### config.mk
export PLATFORM = sky130hd
export DESIGN_NAME = core_ctx_sched
export DESIGN_NICKNAME = d
export VERILOG_FILES = /design/src/rtl/core_ctx_sched.sv
export SDC_FILE = /design/constraint.sdc
export NUM_CORES = 2
export LEC_CHECK = 0
export CAP_MARGIN = 40
export CORE_MARGIN = 2
export CORE_UTILIZATION = 50
export CTS_CLUSTER_SIZE = 24
export DETAILED_ROUTE_END_ITERATION = 12
export GPL_TIMING_DRIVEN = 1
export PLACE_DENSITY = 0.72
export SETUP_SLACK_MARGIN = 0.05
export SLEW_MARGIN = 20
export SYNTH_ARGS = -nofsm -noshare
export SYNTH_HDL_FRONTEND = slang
export SYNTH_SLANG_ARGS = --single-unit
### constraint.sdc
create_clock -name clk -period 27.2 [get_ports clk]
set_input_delay 6.8 -clock clk [delete_from_list [all_inputs] [get_ports clk]]
set_output_delay 6.8 -clock clk [all_outputs]
set_load 0.01 [all_outputs]
### src/rtl/core_ctx_sched.sv
// core_ctx_sched: multi-context task sequencer between a CQ slice and one application core.
// Each context runs its own FSM; start/dispatch/abort/finish channels are shared round-robin.
module core_ctx_sched #(
  parameter int unsigned NUM_CTX   = 4,
  parameter int unsigned TASK_W    = 128,
  parameter int unsigned SLOT_W    = 8,
  parameter int unsigned CHILD_W   = 4,
  parameter int unsigned MEM_CNT_W = 3,
  localparam int unsigned CTX_W    = $clog2(NUM_CTX)
) (
  input  logic               clk,
  input  logic               rst,
  input  logic               enable,
  output logic               task_arvalid,
  input  logic               task_rvalid,
  input  logic [TASK_W-1:0]  task_rdata,
  input  logic [SLOT_W-1:0]  task_rslot,
  output logic               start_task_valid,
  input  logic               start_task_ready,
  output logic [SLOT_W-1:0]  start_task_slot,
  output logic               ap_start,
  input  logic               ap_ready,
  output logic [CTX_W-1:0]   ap_ctx,
  output logic [TASK_W-1:0]  ap_task,
  input  logic               ap_done,
  input  logic [CTX_W-1:0]   ap_done_ctx,
  output logic               ap_abort,
  output logic [CTX_W-1:0]   ap_abort_ctx,
  input  logic               ap_abort_ack,
  input  logic               enq_fire,
  input  logic [CTX_W-1:0]   enq_ctx,
  output logic               task_enq_untied,
  input  logic               undo_fire,
  input  logic [CTX_W-1:0]   undo_ctx,
  input  logic               ar_fire,
  input  logic [CTX_W-1:0]   ar_ctx,
  input  logic               rlast_fire,
  input  logic [CTX_W-1:0]   r_ctx,
  input  logic               aw_fire,
  input  logic [CTX_W-1:0]   aw_ctx,
  input  logic               b_fire,
  input  logic [CTX_W-1:0]   b_ctx,
  input  logic               abort_running_task,
  input  logic [SLOT_W-1:0]  abort_running_slot,
  input  logic               gvt_task_slot_valid,
  input  logic [SLOT_W-1:0]  gvt_task_slot,
  output logic               finish_task_valid,
  input  logic               finish_task_ready,
  output logic [SLOT_W-1:0]  finish_task_slot,
  output logic [CHILD_W-1:0] finish_task_num_children,
  output logic               finish_task_undo_log_write,
  output logic [NUM_CTX-1:0] ctx_busy
);

  typedef enum logic [2:0] {
    S_FREE, S_INFORM, S_DISPATCH, S_RUN, S_ABORT, S_FINISH, S_DRAIN
  } state_e;

  localparam int unsigned CH_START = 0;
  localparam int unsigned CH_DISP  = 1;
  localparam int unsigned CH_ABORT = 2;
  localparam int unsigned CH_FIN   = 3;
  localparam int unsigned NUM_CH   = 4;

  state_e               state_q     [NUM_CTX];
  logic [SLOT_W-1:0]    slot_q      [NUM_CTX];
  logic [TASK_W-1:0]    task_q      [NUM_CTX];
  logic [CHILD_W-1:0]   child_cnt_q [NUM_CTX];
  logic [CHILD_W-1:0]   child_cnt_d [NUM_CTX];
  logic [MEM_CNT_W-1:0] rd_cnt_q    [NUM_CTX];
  logic [MEM_CNT_W-1:0] rd_cnt_d    [NUM_CTX];
  logic [MEM_CNT_W-1:0] wr_cnt_q    [NUM_CTX];
  logic [MEM_CNT_W-1:0] wr_cnt_d    [NUM_CTX];
  logic [NUM_CTX-1:0]   abort_q, abort_d, undo_w_q, undo_w_d, free, load;
  logic                 untied_q, deq_fire;
  logic [CTX_W-1:0]     deq_idx;

  logic [NUM_CH-1:0][NUM_CTX-1:0] ch_req, ch_hit;
  logic [NUM_CH-1:0][CTX_W-1:0]   ch_ptr_q, ch_hold_q, ch_gnt;
  logic [NUM_CH-1:0]              ch_lock_q, ch_valid, ch_ready, ch_hs;

  function automatic logic [CTX_W-1:0] rr_pick(input logic [NUM_CTX-1:0] req,
                                               input logic [CTX_W-1:0]   ptr);
    logic [CTX_W-1:0] idx;
    logic             found;
    rr_pick = ptr;
    found   = 1'b0;
    for (int unsigned k = 0; k < NUM_CTX; k++) begin
      idx = ptr + CTX_W'(k);
      if (!found && req[idx]) begin
        rr_pick = idx;
        found   = 1'b1;
      end
    end
  endfunction

  always_comb begin
    ch_req  = '0;
    free    = '0;
    load    = '0;
    deq_idx = '0;
    for (int unsigned i = 0; i < NUM_CTX; i++) begin
      free[i]             = state_q[i] == S_FREE;
      ch_req[CH_START][i] = state_q[i] == S_INFORM;
      ch_req[CH_DISP][i]  = state_q[i] == S_DISPATCH && !abort_q[i];
      ch_req[CH_ABORT][i] = state_q[i] == S_ABORT;
      ch_req[CH_FIN][i]   = state_q[i] == S_FINISH;
    end
    for (int unsigned i = NUM_CTX; i > 0; i--)
      if (free[i-1]) deq_idx = CTX_W'(i-1);
    for (int unsigned i = 0; i < NUM_CTX; i++)
      load[i] = deq_fire && deq_idx == CTX_W'(i);
  end

  assign ch_ready = {finish_task_ready, ap_abort_ack, ap_ready, start_task_ready};

  // A grant is held only while its context still requests, so a dispatch squashed by abort releases the channel.
  always_comb begin
    ch_gnt   = '0;
    ch_valid = '0;
    ch_hs    = '0;
    ch_hit   = '0;
    for (int unsigned c = 0; c < NUM_CH; c++) begin
      ch_gnt[c]   = (ch_lock_q[c] && ch_req[c][ch_hold_q[c]]) ? ch_hold_q[c]
                                                               : rr_pick(ch_req[c], ch_ptr_q[c]);
      ch_valid[c] = |ch_req[c];
      ch_hs[c]    = ch_valid[c] & ch_ready[c];
      ch_hit[c]   = ch_hs[c] ? (NUM_CTX'(1) << ch_gnt[c]) : '0;
    end
  end

  always_ff @(posedge clk or posedge rst) begin
    if (rst) begin
      ch_ptr_q  <= '0;
      ch_hold_q <= '0;
      ch_lock_q <= '0;
    end else begin
      for (int unsigned c = 0; c < NUM_CH; c++) begin
        if (ch_hs[c]) begin
          ch_ptr_q[c]  <= ch_gnt[c] + CTX_W'(1);
          ch_lock_q[c] <= 1'b0;
        end else begin
          ch_lock_q[c] <= ch_valid[c];
          ch_hold_q[c] <= ch_gnt[c];
        end
      end
    end
  end

  // Counters use plain modulo add/sub so a same-cycle increment and decrement nets to zero.
  always_comb begin
    abort_d  = abort_q;
    undo_w_d = undo_w_q;
    for (int unsigned i = 0; i < NUM_CTX; i++) begin
      child_cnt_d[i] = child_cnt_q[i];
      if (enq_fire && !untied_q && enq_ctx == CTX_W'(i))
        child_cnt_d[i] = child_cnt_q[i] + CHILD_W'(1);
      if (undo_fire && undo_ctx == CTX_W'(i))
        undo_w_d[i] = 1'b1;
      rd_cnt_d[i] = rd_cnt_q[i] + MEM_CNT_W'(ar_fire && ar_ctx == CTX_W'(i))
                                - MEM_CNT_W'(rlast_fire && r_ctx == CTX_W'(i));
      wr_cnt_d[i] = wr_cnt_q[i] + MEM_CNT_W'(aw_fire && aw_ctx == CTX_W'(i))
                                - MEM_CNT_W'(b_fire && b_ctx == CTX_W'(i));
      if (abort_running_task && abort_running_slot == slot_q[i] &&
          state_q[i] inside {S_INFORM, S_DISPATCH, S_RUN})
        abort_d[i] = 1'b1;
    end
  end

  always_ff @(posedge clk or posedge rst) begin
    if (rst) begin
      untied_q <= 1'b0;
      abort_q  <= '0;
      undo_w_q <= '0;
      for (int unsigned i = 0; i < NUM_CTX; i++) begin
        state_q[i]     <= S_FREE;
        slot_q[i]      <= '0;
        task_q[i]      <= '0;
        child_cnt_q[i] <= '0;
        rd_cnt_q[i]    <= '0;
        wr_cnt_q[i]    <= '0;
      end
    end else begin
      untied_q <= gvt_task_slot_valid && gvt_task_slot == slot_q[enq_ctx];
      for (int unsigned i = 0; i < NUM_CTX; i++) begin
        if (load[i]) begin
          state_q[i]     <= S_INFORM;
          slot_q[i]      <= task_rslot;
          task_q[i]      <= task_rdata;
          abort_q[i]     <= 1'b0;
          undo_w_q[i]    <= 1'b0;
          child_cnt_q[i] <= '0;
          rd_cnt_q[i]    <= '0;
          wr_cnt_q[i]    <= '0;
        end else begin
          abort_q[i]     <= abort_d[i];
          undo_w_q[i]    <= undo_w_d[i];
          child_cnt_q[i] <= child_cnt_d[i];
          rd_cnt_q[i]    <= rd_cnt_d[i];
          wr_cnt_q[i]    <= wr_cnt_d[i];
          case (state_q[i])
            S_INFORM:   if (ch_hit[CH_START][i]) state_q[i] <= abort_q[i] ? S_FINISH : S_DISPATCH;
            S_DISPATCH: if (abort_q[i]) state_q[i] <= S_FINISH;
                        else if (ch_hit[CH_DISP][i]) state_q[i] <= S_RUN;
            S_RUN:      if (ap_done && ap_done_ctx == CTX_W'(i)) state_q[i] <= S_FINISH;
                        else if (abort_q[i]) state_q[i] <= S_ABORT;
            S_ABORT:    if (ch_hit[CH_ABORT][i]) state_q[i] <= S_FINISH;
            S_FINISH:   if (ch_hit[CH_FIN][i])
                          state_q[i] <= (rd_cnt_q[i] != '0 || wr_cnt_q[i] != '0) ? S_DRAIN : S_FREE;
            S_DRAIN:    if (rd_cnt_q[i] == '0 && wr_cnt_q[i] == '0) state_q[i] <= S_FREE;
            default:    ;
          endcase
        end
      end
    end
  end

  assign task_arvalid               = enable & |free;
  assign deq_fire                   = task_arvalid & task_rvalid;
  assign start_task_valid           = ch_valid[CH_START];
  assign start_task_slot            = ch_valid[CH_START] ? slot_q[ch_gnt[CH_START]] : '0;
  assign ap_start                   = ch_valid[CH_DISP];
  assign ap_ctx                     = ch_valid[CH_DISP] ? ch_gnt[CH_DISP] : '0;
  assign ap_task                    = ch_valid[CH_DISP] ? task_q[ch_gnt[CH_DISP]] : '0;
  assign ap_abort                   = ch_valid[CH_ABORT];
  assign ap_abort_ctx               = ch_valid[CH_ABORT] ? ch_gnt[CH_ABORT] : '0;
  assign finish_task_valid          = ch_valid[CH_FIN];
  assign finish_task_slot           = ch_valid[CH_FIN] ? slot_q[ch_gnt[CH_FIN]] : '0;
  assign finish_task_num_children   = ch_valid[CH_FIN] ? child_cnt_q[ch_gnt[CH_FIN]] : '0;
  assign finish_task_undo_log_write = ch_valid[CH_FIN] & undo_w_q[ch_gnt[CH_FIN]];
  assign task_enq_untied            = untied_q;
  assign ctx_busy                   = ~free;

endmodule

== After elaboration in Yosys (flattened, before gate mapping) ==
Index checks and enable logic that the tools add are counted.
Word-level totals
  output and inout bits: 163
  flip-flop bits (word level): 625
  word-level logic and storage cells: 523
  input bits: 183
Operators by class
  add/subtract/negate cells: 36
  reductions and logical operators: 144
  magnitude comparators: 25
  shift operators: 4
  mux-type cells: 183
  bitwise operators: 12
  equal/unequal tests: 77
Operator list (count)
  128-bit two-way mux: 3
  128-bit binary-select mux with 2-bit select: 1
  3-bit two-way mux: 52
  3-bit case mux with 6 select lines: 4
  1-bit logical AND: 66
  8-bit two-way mux: 8
  2-bit by 3-bit < comparator with 1-bit output (second input constant): 21
  4-bit two-way mux: 15
  1-bit two-way mux: 53
  8-bit binary-select mux with 2-bit select: 3
  2-bit two-way mux: 22
  1-bit binary-select mux with 2-bit select: 21
  8-bit equality test: 5
  3-bit equality test (second input constant): 12
  3-bit logical NOT: 12
  3-bit by 2-bit != test with 1-bit output (second input constant): 12
  3-bit nonzero test: 12
  2-bit equality test (second input constant): 16
  7-bit AND reduction: 4
  7-bit nonzero test: 4
  3-bit by 1-bit adder with 3-bit output: 8
  3-bit by 2-bit equality test with 1-bit output (second input constant): 8
  2-bit nonzero test: 12
  3-bit by 1-bit subtractor with 3-bit output: 8
  18 further kinds: 99

== Longest topological paths before layout ==
  depth in word-level cells: 21
  mapped depth: 17
  gate-level depth less buffers: 15

== Worst setup path after synthesis ==
OpenSTA, ideal clock, no wires.
  path type: input port to output port
  from: input port enable
  to: output port task_arvalid
  path slack: 13459 ps
  arrival: 6941 ps
  required time: 20400 ps
  buffers on the path: 0
  cell stages on the path: 1
  cell sequence: o21a_1
On the way
  longest elaborated chain between the ends: 1
RTL lines
  start: declaration: line 13  | input logic enable,
  1-bit bitwise AND: line 218  | assign task_arvalid = enable & |free;
  end: declaration: line 14  | output logic task_arvalid,
Every way passes these cells.

== Final worst setup path ==
Same ends and word-level chain as after synthesis.

==> qor.csv <==
stage,metric,value,unit
critical_path,critical-path maximum fanout,4,
synth,Post-synth EDFFs,0,
routing,DRT Pass-1 Iters,5,
place,pre-CTS setup slack,12.38,ns
global_route,gr busiest metal,met2,
routing,Final ANT Viol Nets,0,
global_route,GRT overflow,0,
global_route,vias in the first global route,25270,
global_route,first-pass GRT wire length,137.2,mm
routing,residual DRC count,0,
clocking,Post-CTS Setup Inserts,0,
final_layout,layout overhead on the synthesized area,21.02,%
clocking,maximum clock path buffer count,3,
timing,period utilization,54.46,%
critical_path,Required @ worst endpoint,20.40,ns
timing,Fin. Hold Viols,0,
clocking,"Reg clk slew, reported paths",0.05,ns
timing,Final Critical Period,14.81,ns
pwr,PwrDens,142.4,nW/um^2
pwr,Final Power,5.417,mW
critical_path,R2R Setup Slk,23.05,ns
global_route,antenna violations before repair,15,
synth,Synth cell types,70,
critical_path,Worst Setup Start Kind,input port,
synth,Avg Inst Size Synth,10.15,um^2
floorplanning,initial core utilization,50.77,%
timing,hold slack,0.4684,ns
critical_path,WS Path Type,input port to output port,
routing,via count,24250,
timing,# setup viols final,0,
clocking,clock root buffer,clkbuf_16,
synth,top cell type's share of synthesized area,49.74,%
pwr,maximum vdd drop,0.1291,mV
synth,sequential area share after synthesis,49.74,%
synth,most frequent cell after synthesis,nand2_1,
floorplanning,Die Y-Extent,254.8,um
timing,Final Max Tran Viols,0,
timing,worst slew pin tran,1.164,ns
final_layout,layout cells sized above 1,13.73,%
floorplanning,Die W,254.8,um
global_route,total routing usage reported by global routing,26.68,%
routing,initial DRC count,1598,
timing,Slew headroom,22.37,%
clocking,TritonCTS Buffers,70,
timing,final setup TNS,0,ns
synth,Post-Syn Nets,3320,
synth,synthesized area,31450,um^2
status,status,completed,
routing,drt wl/cell,20.37,um
global_route,GRT met1 Usage,34.54,%
global_route,largest net degree at the start of global routing,198,
synth,Seq cells post-synth,625,
critical_path,critical path arrival,8.01,ns
synth,most area-consuming cells after synthesis,"dfrtp_1 (50%), nand2_1 (10%), mux2_2 (10%), a211oi_1 (6.8%), mux2i_1 (5.4%)",
place,port buffer count,345,
routing,via/cell ratio,5.729,
clocking,cts hold-fix bufs,0,
timing,Final Skew,0.01378,ns
critical_path,CP Capture Type,output port,
global_route,met2 usage,44.01,%
pwr,Leak,16.89,nW
clocking,htree depth,3,
timing,Max Clk Rate,67.51,MHz
synth,Cells after Synth,3097,
floorplanning,die area,64920,um^2
synth,Ys Warns,0,
final_layout,Post-Layout Inst Area,38060,um^2
floorplanning,I/O pins,346,
final_layout,final core utilization,61.44,%
place,gp weighted congestion,0.8927,
flow_run,Max Cap Viol,0,
floorplanning,Core Area,61940,um^2
global_route,GR Util met3,5.491,%
clocking,post-CTS sizing,0,
place,Cells after DPL,4103,
final_layout,final cell count without fillers,4233,
clocking,clock net sink count,625,
place,DPL Wire Length,53.79,mm
synth,Synth area leader,dfrtp_1,
routing,WL final,86.23,mm
final_layout,NumNets Final,3563,
place,dpl cell area,35720,um^2
synth,post-synthesis async set-or-reset flop share,100.0,%
worst_hold_path,HP Class,register to register,
synth,Synth top cells by count,"nand2_1 (874), dfrtp_1 (625), a211oi_1 (286), mux2_2 (279), mux2i_1 (171)",
synth,ys flop type,dfrtp_1,
timing,RSZ-0062 raised after global routing,false,
clocking,CTS tree,yes,
floorplanning,Core Rows,91,
timing,Setup WS post-layout,12.39,ns
clocking,latest clock arrival within the worst-skew pair,0.60,ns
flip-flops by register name, summed over array words and instances, names as in the netlist:
signal           flops
task_q             512
slot_q              32
child_cnt_q         16
rd_cnt_q            12
state_q             12
wr_cnt_q            12
ch_hold_q            8
ch_ptr_q             8
abort_q              4
ch_lock_q            4
undo_w_q             4
task_enq_untied      1
final cells by class:
class                           count  area, um^2
Clock inverter                     16       209.0
Clock buffer                      102        2054
Tap cell                          837        1047
Inverter                           43       168.9
Multi-Input combinational cell   2205       14680
Timing Repair Buffer              395        4227
Fill cell                        4994       23880
Sequential cell                   625       15640
Antenna cell                       10       25.02
worst max-delay path, stage by stage:
cell and delay (ns):
clkdlybuf4s50_1 0.53, o21a_1 0.15, clkdlybuf4s50_1 0.53
where the power goes:
| group | switching, mW | total (mW) | internal [mW] | leakage, nW |
|---|---|---|---|---|
| combinational | 1.48 | 2.80 | 1.33 | 7.99 |
| sequential | 0.307 | 1.68 | 1.37 | 7.78 |
| clock | 0.378 | 0.939 | 0.561 | 1.12 |
logic make-up (layout without fill, tap and decap cells):
| logic type | Yosys count | in the layout | synth area share [%] |
|---|---|---|---|
| simple gates | 1214 | 1214 | 16.82 |
| flops | 625 | 625 | 49.74 |
| mux | 461 | 461 | 16.19 |
| compound gates | 420 | 420 | 9.673 |
| buf+inv | 267 | 556 | 3.855 |
| xor+xnor | 70 | 70 | 1.950 |
| fa+ha+maj | 40 | 40 | 1.782 |
| other cells | 0 | 10 | 0 |
cell usage in the layout (no fill, tap or decap), types with 13 or more instances in the layout:
| cell type | Yosys | routed |
|---|---|---|
| nand2_1 | 874 | 874 |
| dfrtp_1 | 625 | 625 |
| clkdlybuf4s50_1 | 0 | 345 |
| a211oi_1 | 286 | 286 |
| mux2_2 | 279 | 279 |
| mux2i_1 | 171 | 170 |
| nor2b_1 | 149 | 149 |
| nor2_1 | 84 | 82 |
| clkbuf_16 | 0 | 72 |
| inv_1 | 42 | 41 |
| xor2_1 | 37 | 37 |
| xnor2_1 | 33 | 33 |
| ha_1 | 32 | 32 |
| a21oi_1 | 30 | 30 |
| buf_4 | 3 | 26 |
| o21ai_0 | 20 | 20 |
| o22ai_1 | 17 | 17 |
| clkbuf_1 | 128 | 16 |
| clkbuf_8 | 0 | 14 |
| a31oi_1 | 13 | 13 |
| buf_16 | 0 | 13 |
metal layers:
layer / vias to the layer above / part of all wire (%)
met4: 16 / 3.3
met2: 695 / 48
met3: 159 / 6.1
li1: 11160 / -
met1: 12220 / 42
met5: - / 0.14
final timing paths:
path	cells past startpoint	endpoint	from
min reg2reg	2	task_q[145]	task_q[145]
max reg2reg	14	state_q[3]	state_q[5]
max	3	task_arvalid	enable
min in group asynchronous	2	task_q[401]	rst
min	2	task_q[145]	task_q[145]
max in group asynchronous	6	task_q[340]	rst
(Power assumes the default switching activity.)
